--- config.mk ---
export PLATFORM = sky130hd
export DESIGN_NAME = multicycle_cu_flat
export DESIGN_NICKNAME = d
export VERILOG_FILES = /design/src/rtl/multicycle_cu_if.sv /design/src/rtl/multicycle_cu.sv /design/src/flat_wrapper.sv
export SDC_FILE = /design/constraint.sdc
export NUM_CORES = 1
export LEC_CHECK = 0
export CELL_PAD_IN_SITES_DETAIL_PLACEMENT = 1
export CELL_PAD_IN_SITES_GLOBAL_PLACEMENT = 1
export CORE_ASPECT_RATIO = 1.5
export CORE_UTILIZATION = 31
export CTS_CLUSTER_SIZE = 28
export DETAILED_ROUTE_END_ITERATION = 10
export PLACE_DENSITY_LB_ADDON = 0.2
export SYNTH_ARGS = -nofsm -noshare
export SYNTH_HDL_FRONTEND = slang
export SYNTH_SLANG_ARGS = --single-unit
export TNS_END_PERCENT = 10
--- constraint.sdc ---
create_clock -name clk -period 6.43 [get_ports clk]
set_input_delay 1.286 -clock clk [delete_from_list [all_inputs] [get_ports clk]]
set_output_delay 1.286 -clock clk [all_outputs]
set_load 0.03 [all_outputs]
--- src/rtl/multicycle_cu_if.sv ---
// Bus bundle between the multi-cycle control unit and its
// instruction memory, register file and data memory.
interface multicycle_cu_if #(
  parameter int DATA_W = 8,
  parameter int PC_W   = 8
);
  logic [PC_W-1:0]   imem_addr;
  logic [15:0]       imem_data;
  logic [2:0]        rf_ra_addr;
  logic [2:0]        rf_rb_addr;
  logic [DATA_W-1:0] rf_ra_data;
  logic [DATA_W-1:0] rf_rb_data;
  logic              rf_we;
  logic [2:0]        rf_wa;
  logic [DATA_W-1:0] rf_wd;
  logic [DATA_W-1:0] dmem_addr;
  logic [DATA_W-1:0] dmem_wdata;
  logic              dmem_we;
  logic              dmem_re;
  logic              dmem_ready;
  logic [DATA_W-1:0] dmem_rdata;

  modport master (
    output imem_addr,
    input  imem_data,
    output rf_ra_addr,
    output rf_rb_addr,
    input  rf_ra_data,
    input  rf_rb_data,
    output rf_we,
    output rf_wa,
    output rf_wd,
    output dmem_addr,
    output dmem_wdata,
    output dmem_we,
    output dmem_re,
    input  dmem_ready,
    input  dmem_rdata
  );

  modport slave (
    input  imem_addr,
    output imem_data,
    input  rf_ra_addr,
    input  rf_rb_addr,
    output rf_ra_data,
    output rf_rb_data,
    input  rf_we,
    input  rf_wa,
    input  rf_wd,
    input  dmem_addr,
    input  dmem_wdata,
    input  dmem_we,
    input  dmem_re,
    output dmem_ready,
    output dmem_rdata
  );
endinterface

--- src/rtl/multicycle_cu.sv ---
// Multi-cycle control unit: FETCH/DECODE/EXEC/MEM/WB/WBC/HALT
// sequencer with an internal ALU for a 16-bit Harvard core.
module multicycle_cu #(
  parameter int DATA_W      = 8,
  parameter int PC_W        = 8,
  parameter bit CARRY_TO_R0 = 1'b1
) (
  input  logic            clk,
  input  logic            reset,
  multicycle_cu_if.master bus,
  output logic [PC_W-1:0] pc_out,
  output logic [2:0]      state,
  output logic [3:0]      opcode,
  output logic            zero,
  output logic            halted
);

  typedef enum logic [2:0] {
    S_FETCH  = 3'd0,
    S_DECODE = 3'd1,
    S_EXEC   = 3'd2,
    S_MEM    = 3'd3,
    S_WB     = 3'd4,
    S_WBC    = 3'd5,
    S_HALT   = 3'd6
  } state_e;

  localparam logic [3:0] OP_R    = 4'h0;
  localparam logic [3:0] OP_JMP  = 4'h2;
  localparam logic [3:0] OP_ADDI = 4'h4;
  localparam logic [3:0] OP_HALT = 4'h7;
  localparam logic [3:0] OP_BEQ  = 4'h8;
  localparam logic [3:0] OP_BNE  = 4'h9;
  localparam logic [3:0] OP_LD   = 4'hB;
  localparam logic [3:0] OP_ST   = 4'hF;

  state_e            state_q, state_d;
  logic [PC_W-1:0]   pc_q, pc_d;
  logic [15:0]       ir_q, ir_d;
  logic [DATA_W-1:0] a_q, a_d;
  logic [DATA_W-1:0] b_q, b_d;
  logic [DATA_W-1:0] alu_q, alu_d;
  logic [DATA_W-1:0] mdr_q, mdr_d;
  logic              zero_q, zero_d;
  logic              carry_q, carry_d;

  logic [3:0] op;
  logic [2:0] fn;
  logic [2:0] rd;
  logic [5:0] imm6;
  logic       is_r, is_addi, is_ld, is_st;
  logic       is_beq, is_bne, is_jmp, is_halt;
  logic       is_br, is_mem, illegal, wbc_en;

  assign op      = ir_q[15:12];
  assign fn      = ir_q[2:0];
  assign imm6    = {ir_q[11:9], ir_q[2:0]};
  assign is_r    = (op == OP_R);
  assign is_addi = (op == OP_ADDI);
  assign is_ld   = (op == OP_LD);
  assign is_st   = (op == OP_ST);
  assign is_beq  = (op == OP_BEQ);
  assign is_bne  = (op == OP_BNE);
  assign is_jmp  = (op == OP_JMP);
  assign is_halt = (op == OP_HALT);
  assign is_br   = is_beq | is_bne;
  assign is_mem  = is_ld | is_st;
  assign illegal = ~(is_r | is_addi | is_mem | is_br
                   | is_jmp | is_halt);
  assign rd      = is_r ? ir_q[11:9] : ir_q[5:3];
  assign wbc_en  = CARRY_TO_R0 && is_r
                && (fn == 3'b000 || fn == 3'b001
                 || fn == 3'b101);

  // ALU: immediates force add, branches force sub
  logic [2:0]        alu_fn;
  logic [DATA_W-1:0] opb, alu_y;
  logic [DATA_W:0]   sum;
  logic              alu_c;

  always_comb begin
    opb    = (is_r || is_br) ? b_q : DATA_W'(imm6);
    alu_fn = is_r ? fn : (is_br ? 3'b001 : 3'b000);
    sum    = '0;
    alu_y  = '0;
    alu_c  = 1'b0;
    unique case (alu_fn)
      3'b000: begin
        sum   = {1'b0, a_q} + {1'b0, opb};
        alu_y = sum[DATA_W-1:0];
        alu_c = sum[DATA_W];
      end
      3'b001: begin
        sum   = {1'b0, a_q} - {1'b0, opb};
        alu_y = sum[DATA_W-1:0];
        alu_c = sum[DATA_W];
      end
      3'b010: alu_y = a_q & opb;
      3'b011: alu_y = a_q | opb;
      3'b100: alu_y = a_q ^ opb;
      3'b101: begin
        alu_y = {a_q[DATA_W-2:0], 1'b0};
        alu_c = a_q[DATA_W-1];
      end
      3'b110: alu_y = {1'b0, a_q[DATA_W-1:1]};
      3'b111: alu_y = {{(DATA_W-1){1'b0}}, a_q < opb};
    endcase
  end

  logic [PC_W-1:0] pc_inc, br_tgt;
  logic            take;

  assign pc_inc = pc_q + PC_W'(1);
  assign br_tgt = pc_inc + PC_W'({{10{imm6[5]}}, imm6});
  assign take   = is_beq ? (a_q == b_q) : (a_q != b_q);

  always_ff @(posedge clk) begin
    if (reset) state_q <= S_FETCH;
    else       state_q <= state_d;
  end

  always_comb begin
    state_d = state_q;
    unique case (state_q)
      S_FETCH:  state_d = S_DECODE;
      S_DECODE: begin
        unique case (1'b1)
          is_jmp, illegal: state_d = S_FETCH;
          is_halt:         state_d = S_HALT;
          default:         state_d = S_EXEC;
        endcase
      end
      S_EXEC: begin
        unique case (1'b1)
          is_br:   state_d = S_FETCH;
          is_mem:  state_d = S_MEM;
          default: state_d = S_WB;
        endcase
      end
      S_MEM: begin
        if (bus.dmem_ready)
          state_d = is_ld ? S_WB : S_FETCH;
      end
      S_WB:    state_d = wbc_en ? S_WBC : S_FETCH;
      S_WBC:   state_d = S_FETCH;
      S_HALT:  state_d = S_HALT;
      default: state_d = S_FETCH;
    endcase
  end

  always_comb begin
    bus.rf_we   = 1'b0;
    bus.rf_wa   = rd;
    bus.rf_wd   = is_ld ? mdr_q : alu_q;
    bus.dmem_we = 1'b0;
    bus.dmem_re = 1'b0;
    halted      = 1'b0;
    unique case (state_q)
      S_MEM: begin
        bus.dmem_re = is_ld;
        bus.dmem_we = is_st;
      end
      S_WB:  bus.rf_we = 1'b1;
      S_WBC: begin
        bus.rf_we = 1'b1;
        bus.rf_wa = 3'd0;
        bus.rf_wd = {{(DATA_W-1){1'b0}}, carry_q};
      end
      S_HALT:  halted = 1'b1;
      default: ;
    endcase
  end

  always_comb begin
    pc_d    = pc_q;
    ir_d    = ir_q;
    a_d     = a_q;
    b_d     = b_q;
    alu_d   = alu_q;
    mdr_d   = mdr_q;
    zero_d  = zero_q;
    carry_d = carry_q;
    unique case (state_q)
      S_FETCH:  ir_d = bus.imem_data;
      S_DECODE: begin
        a_d = bus.rf_ra_data;
        b_d = bus.rf_rb_data;
        if (is_jmp)       pc_d = ir_q[PC_W-1:0];
        else if (illegal) pc_d = pc_inc;
      end
      S_EXEC: begin
        alu_d   = alu_y;
        zero_d  = (alu_y == '0);
        carry_d = alu_c;
        if (is_br) pc_d = take ? br_tgt : pc_inc;
      end
      S_MEM: begin
        if (bus.dmem_ready) begin
          if (is_ld) mdr_d = bus.dmem_rdata;
          else       pc_d  = pc_inc;
        end
      end
      S_WB:    pc_d = pc_inc;
      default: ;
    endcase
  end

  always_ff @(posedge clk) begin
    if (reset) begin
      pc_q    <= '0;
      ir_q    <= '0;
      a_q     <= '0;
      b_q     <= '0;
      alu_q   <= '0;
      mdr_q   <= '0;
      zero_q  <= 1'b0;
      carry_q <= 1'b0;
    end else begin
      pc_q    <= pc_d;
      ir_q    <= ir_d;
      a_q     <= a_d;
      b_q     <= b_d;
      alu_q   <= alu_d;
      mdr_q   <= mdr_d;
      zero_q  <= zero_d;
      carry_q <= carry_d;
    end
  end

  assign bus.imem_addr  = pc_q;
  assign bus.rf_ra_addr = ir_q[8:6];
  assign bus.rf_rb_addr = ir_q[5:3];
  assign bus.dmem_addr  = alu_q;
  assign bus.dmem_wdata = b_q;
  assign pc_out         = pc_q;
  assign state          = state_q;
  assign opcode         = ir_q[15:12];
  assign zero           = zero_q;

endmodule

--- src/flat_wrapper.sv ---
// flat-port wrapper written by rule: the top's interface ports become plain ports
module multicycle_cu_flat 
#(
  parameter int DATA_W      = 8,
  parameter int PC_W        = 8,
  parameter bit CARRY_TO_R0 = 1'b1
)
  (clk, reset, pc_out, state, opcode, zero, halted, bus_imem_addr, bus_imem_data, bus_rf_ra_addr, bus_rf_rb_addr, bus_rf_ra_data, bus_rf_rb_data, bus_rf_we, bus_rf_wa, bus_rf_wd, bus_dmem_addr, bus_dmem_wdata, bus_dmem_we, bus_dmem_re, bus_dmem_ready, bus_dmem_rdata);
  multicycle_cu_if #(.DATA_W(DATA_W), .PC_W(PC_W)) bus_i ();
  input  logic clk;
  input  logic reset;
  output logic [PC_W-1:0] pc_out;
  output logic [2:0] state;
  output logic [3:0] opcode;
  output logic zero;
  output logic halted;
  output wire logic [$bits(bus_i.imem_addr)-1:0] bus_imem_addr;
  input wire logic [$bits(bus_i.imem_data)-1:0] bus_imem_data;
  output wire logic [$bits(bus_i.rf_ra_addr)-1:0] bus_rf_ra_addr;
  output wire logic [$bits(bus_i.rf_rb_addr)-1:0] bus_rf_rb_addr;
  input wire logic [$bits(bus_i.rf_ra_data)-1:0] bus_rf_ra_data;
  input wire logic [$bits(bus_i.rf_rb_data)-1:0] bus_rf_rb_data;
  output wire logic [$bits(bus_i.rf_we)-1:0] bus_rf_we;
  output wire logic [$bits(bus_i.rf_wa)-1:0] bus_rf_wa;
  output wire logic [$bits(bus_i.rf_wd)-1:0] bus_rf_wd;
  output wire logic [$bits(bus_i.dmem_addr)-1:0] bus_dmem_addr;
  output wire logic [$bits(bus_i.dmem_wdata)-1:0] bus_dmem_wdata;
  output wire logic [$bits(bus_i.dmem_we)-1:0] bus_dmem_we;
  output wire logic [$bits(bus_i.dmem_re)-1:0] bus_dmem_re;
  input wire logic [$bits(bus_i.dmem_ready)-1:0] bus_dmem_ready;
  input wire logic [$bits(bus_i.dmem_rdata)-1:0] bus_dmem_rdata;
  assign bus_imem_addr = bus_i.imem_addr;
  assign bus_i.imem_data = bus_imem_data;
  assign bus_rf_ra_addr = bus_i.rf_ra_addr;
  assign bus_rf_rb_addr = bus_i.rf_rb_addr;
  assign bus_i.rf_ra_data = bus_rf_ra_data;
  assign bus_i.rf_rb_data = bus_rf_rb_data;
  assign bus_rf_we = bus_i.rf_we;
  assign bus_rf_wa = bus_i.rf_wa;
  assign bus_rf_wd = bus_i.rf_wd;
  assign bus_dmem_addr = bus_i.dmem_addr;
  assign bus_dmem_wdata = bus_i.dmem_wdata;
  assign bus_dmem_we = bus_i.dmem_we;
  assign bus_dmem_re = bus_i.dmem_re;
  assign bus_i.dmem_ready = bus_dmem_ready;
  assign bus_i.dmem_rdata = bus_dmem_rdata;
  multicycle_cu #(.DATA_W(DATA_W), .PC_W(PC_W), .CARRY_TO_R0(CARRY_TO_R0)) u_core (.clk(clk), .reset(reset), .bus(bus_i), .pc_out(pc_out), .state(state), .opcode(opcode), .zero(zero), .halted(halted));
endmodule
==> impl_metrics.tcl <==
set metrics [dict create \
    required_ps 6680 \
    antenna_found_initial 0 \
    yosysTopAreaCellShare_pct 25.0 \
    arrival_ps 4680 \
    clk_latency_ps 340 \
    cts_tree "done" \
    reg2regPathDepth 11 \
    reg2reg_slack_ps 2000 \
    drt_iter0_drc 171 \
    die_w_um 104 \
    slew_violations 0 \
    holdBufCountCts 0 \
    synthFlopType "dfxtp_1" \
    reg2reg_to "u_core.zero$_SDFFE_PP0P_" \
    yosysTopAreaCell "dfxtp_1" \
    drcViolationCount 0 \
    hpwl_um 14000 \
    gp_congestion 0.931 \
    synth_edf_count 0 \
    ys_seq_area_share_pct 25.0 \
    worstMarginPinSlew_ps 1060 \
    slew_headroom_pct 28.8 \
    cts_sinks 61 \
    powerDensity_mw_per_mm2 336 \
    crit-reg2reg-launch "u_core.ir_q[15]$_SDFFE_PP0N_" \
    setup_violations 0 \
    synth.cell_area_mm2 0.00488 \
    setup_tns_ps 0 \
    crit_type "reg2reg" \
    grt_max_degree 63 \
    synth_most_common_cell "nand2_1" \
    grt_overflow_total 0 \
    path_max_fanout 17 \
    via_per_inst 5.51 \
    wire_per_inst_um 19.6 \
    drtPass1Iterations 4 \
    yosys_warnings 0 \
    cp-end-kind "register" \
    vias 5073 \
    max_freq_mhz 226 \
    fin_crit_ps 4430 \
    period_share_pct 68.9 \
    p_leak_nw 2.28 \
    irDropWorstVdd_v 0.000139 \
    die_area_mm2 0.0163 \
    htree_levels 3 \
    clk_path_buf_depth 2 \
    hold_start "u_core.mdr_q[1]$_SDFFE_PP0P_" \
    final_nets 796 \
    min_to "u_core.mdr_q[1]$_SDFFE_PP0P_" \
    synth_seq_cells 61 \
    async_flop_share_pct 0 \
    drive_gt1_share_pct 6.79 \
    postCtsSetupRepairBufs 0 \
    drt-total-wl_um 18100 \
    synth.area.top_cells "dfxtp_1 25%, nand2_1 9.0%, ha_1 8.2%" \
    root_buffer "clkbuf_16" \
    grt_pass1_vias 5382 \
    core_mm2 0.0152 \
    synth_commonest_cells "117 x nand2_1, 76 x a21oi_1, 61 x dfxtp_1, 41 x inv_1" \
    syn_area_per_cell_um2 7.44 \
    min_path_type "reg2reg" \
    cap_violations 0 \
    rsz0062_at_grt "false" \
    gr-usage-all-layers_pct 22.8 \
    port_buffers 103 \
    start_util_pct 32.1 \
    netlist_instances 656 \
    timing.critical_path.from_type "register" \
    fp.dieH_um 156 \
    area_growth_pct 27.3 \
    grt_pass1_wl_um 29100 \
    antenna_cells 0 \
    holdPathStages 2 \
    synth_nets 734 \
    numCtsBuffers 9 \
    yosysUniqueCellTypes 79 \
    fin_skew_ps 8.61 \
    clk_pin_slew_ps 60 \
    cts-resized-gates 0 \
    finalPower_w 0.00209 \
    ios 104 \
    antenna_left 0 \
    num_rows 55 \
    hold_violations 0 \
    outcome "finished clean" \
]
## metrics by stage
stage	hold WS [ps]	util, %	setup slack, ps	area, um2	instances
6_report	467	40.9	2000	6210	921
5_1_grt	499	40.9	1780	6210	921
4_1_cts	471	40.9	1980	6210	921
3_5_place_dp	457	38.8	2050	5900	906
3_3_place_gp	443	38.8	2150	5900	906
2_1_floorplan	436	-	2470	4880	656
## where the power goes
group | leakage, nW | switching, W | internal, W
logic | 1.62 | 0.000625 | 0.000399
registers | 0.499 | 0.0000974 | 0.000430
clock network | 0.158 | 0.000189 | 0.000346
## cells in the final DEF (no fill, tap or decap), types with 4 or more instances in the layout
master           synthesis  final
nand2_1                117    117
a211oi_1                 5      5
a21oi_1                 76     76
mux2_2                   6      6
buf_4                   19      4
a221oi_1                10     10
nand3b_1                 4      4
a31oi_1                  7      7
and3_1                   7      7
o211ai_1                 5      5
a311oi_1                 4      4
o21ai_0                 10     10
a21o_1                   4      4
o21ai_1                  5      5
nand2b_1                 5      5
clkdlybuf4s50_1          0    102
o21a_1                   5      5
inv_1                   41     41
nor2b_1                  9      9
o21bai_1                 5      5
mux2i_1                 10     10
or3_1                    5      5
nand3_1                 24     24
dfxtp_1                 61     61
nor3b_1                  5      5
nor3_1                  15     13
nand4_1                  6      6
xnor2_1                 18     18
ha_1                    32     32
nor2_1                  32     32
clkbuf_16                0      9
and2_1                   4      4
## how the worst max path moves through the flow
stage | to | from | slack [ps] | cells after the start
floorplan | u_core.bus.dmem_addr[7]$_SDFFE_PP0P_ | u_core.ir_q[15]$_SDFFE_PP0N_ | 2470 | 14
global placement | u_core.bus.dmem_addr[7]$_SDFFE_PP0P_ | u_core.ir_q[15]$_SDFFE_PP0N_ | 2150 | 11
detailed placement | u_core.zero$_SDFFE_PP0P_ | u_core.ir_q[15]$_SDFFE_PP0N_ | 2050 | 11
CTS | bus_dmem_re | u_core.ir_q[15]$_SDFFE_PP0N_ | 1980 | 4
global route | bus_dmem_re | u_core.ir_q[15]$_SDFFE_PP0N_ | 1780 | 4
finish | u_core.zero$_SDFFE_PP0P_ | u_core.ir_q[15]$_SDFFE_PP0N_ | 2000 | 11
## worst max-delay path, cell delays in order (launching register included)
cell,delay (ps)
dfxtp_1,470
or4_1,800
nand2_1,450
mux2_2,410
inv_1,80
ha_1,320
or4_4,620
a31oi_4,190
o221ai_2,100
nor2b_1,140
or4_4,540
o31ai_2,210
## metal layers
layer,global-route usage [%],vias to the layer above,share of wire (%)
li1,-,2438,-
met1,24.7,2459,40
met2,42.5,130,53
met3,3.30,46,3.2
met4,12.3,0,4.5
met5,0,-,0
## cell type report
class	count	area (um2)
timing repair buffer	107	1060
clock buffer	10	239
tap	199	249
fill	1846	8990
sequential	61	1220
inverter	42	158
clock inverter	5	75.1
multi-input combinational	497	3220
## kinds of logic after synthesis
| logic type | synth area share (%) |
|---|---|
| simple gates | 24.4 |
| fa+ha+maj | 9.43 |
| compound gates | 25.0 |
| flops | 25.0 |
| mux | 3.43 |
| xor+xnor | 3.41 |
| buf+inv | 9.30 |
## sequential cells by signal, summed over array words and instances, names as in the netlist
register and count:
u_core.a_q 8, u_core.bus.dmem_addr 8, u_core.bus.dmem_wdata 8, u_core.bus.imem_addr 8, u_core.carry_q 1, u_core.ir_q 16
u_core.mdr_q 8, u_core.state 3, u_core.zero 1
(Power assumes the default switching activity.)
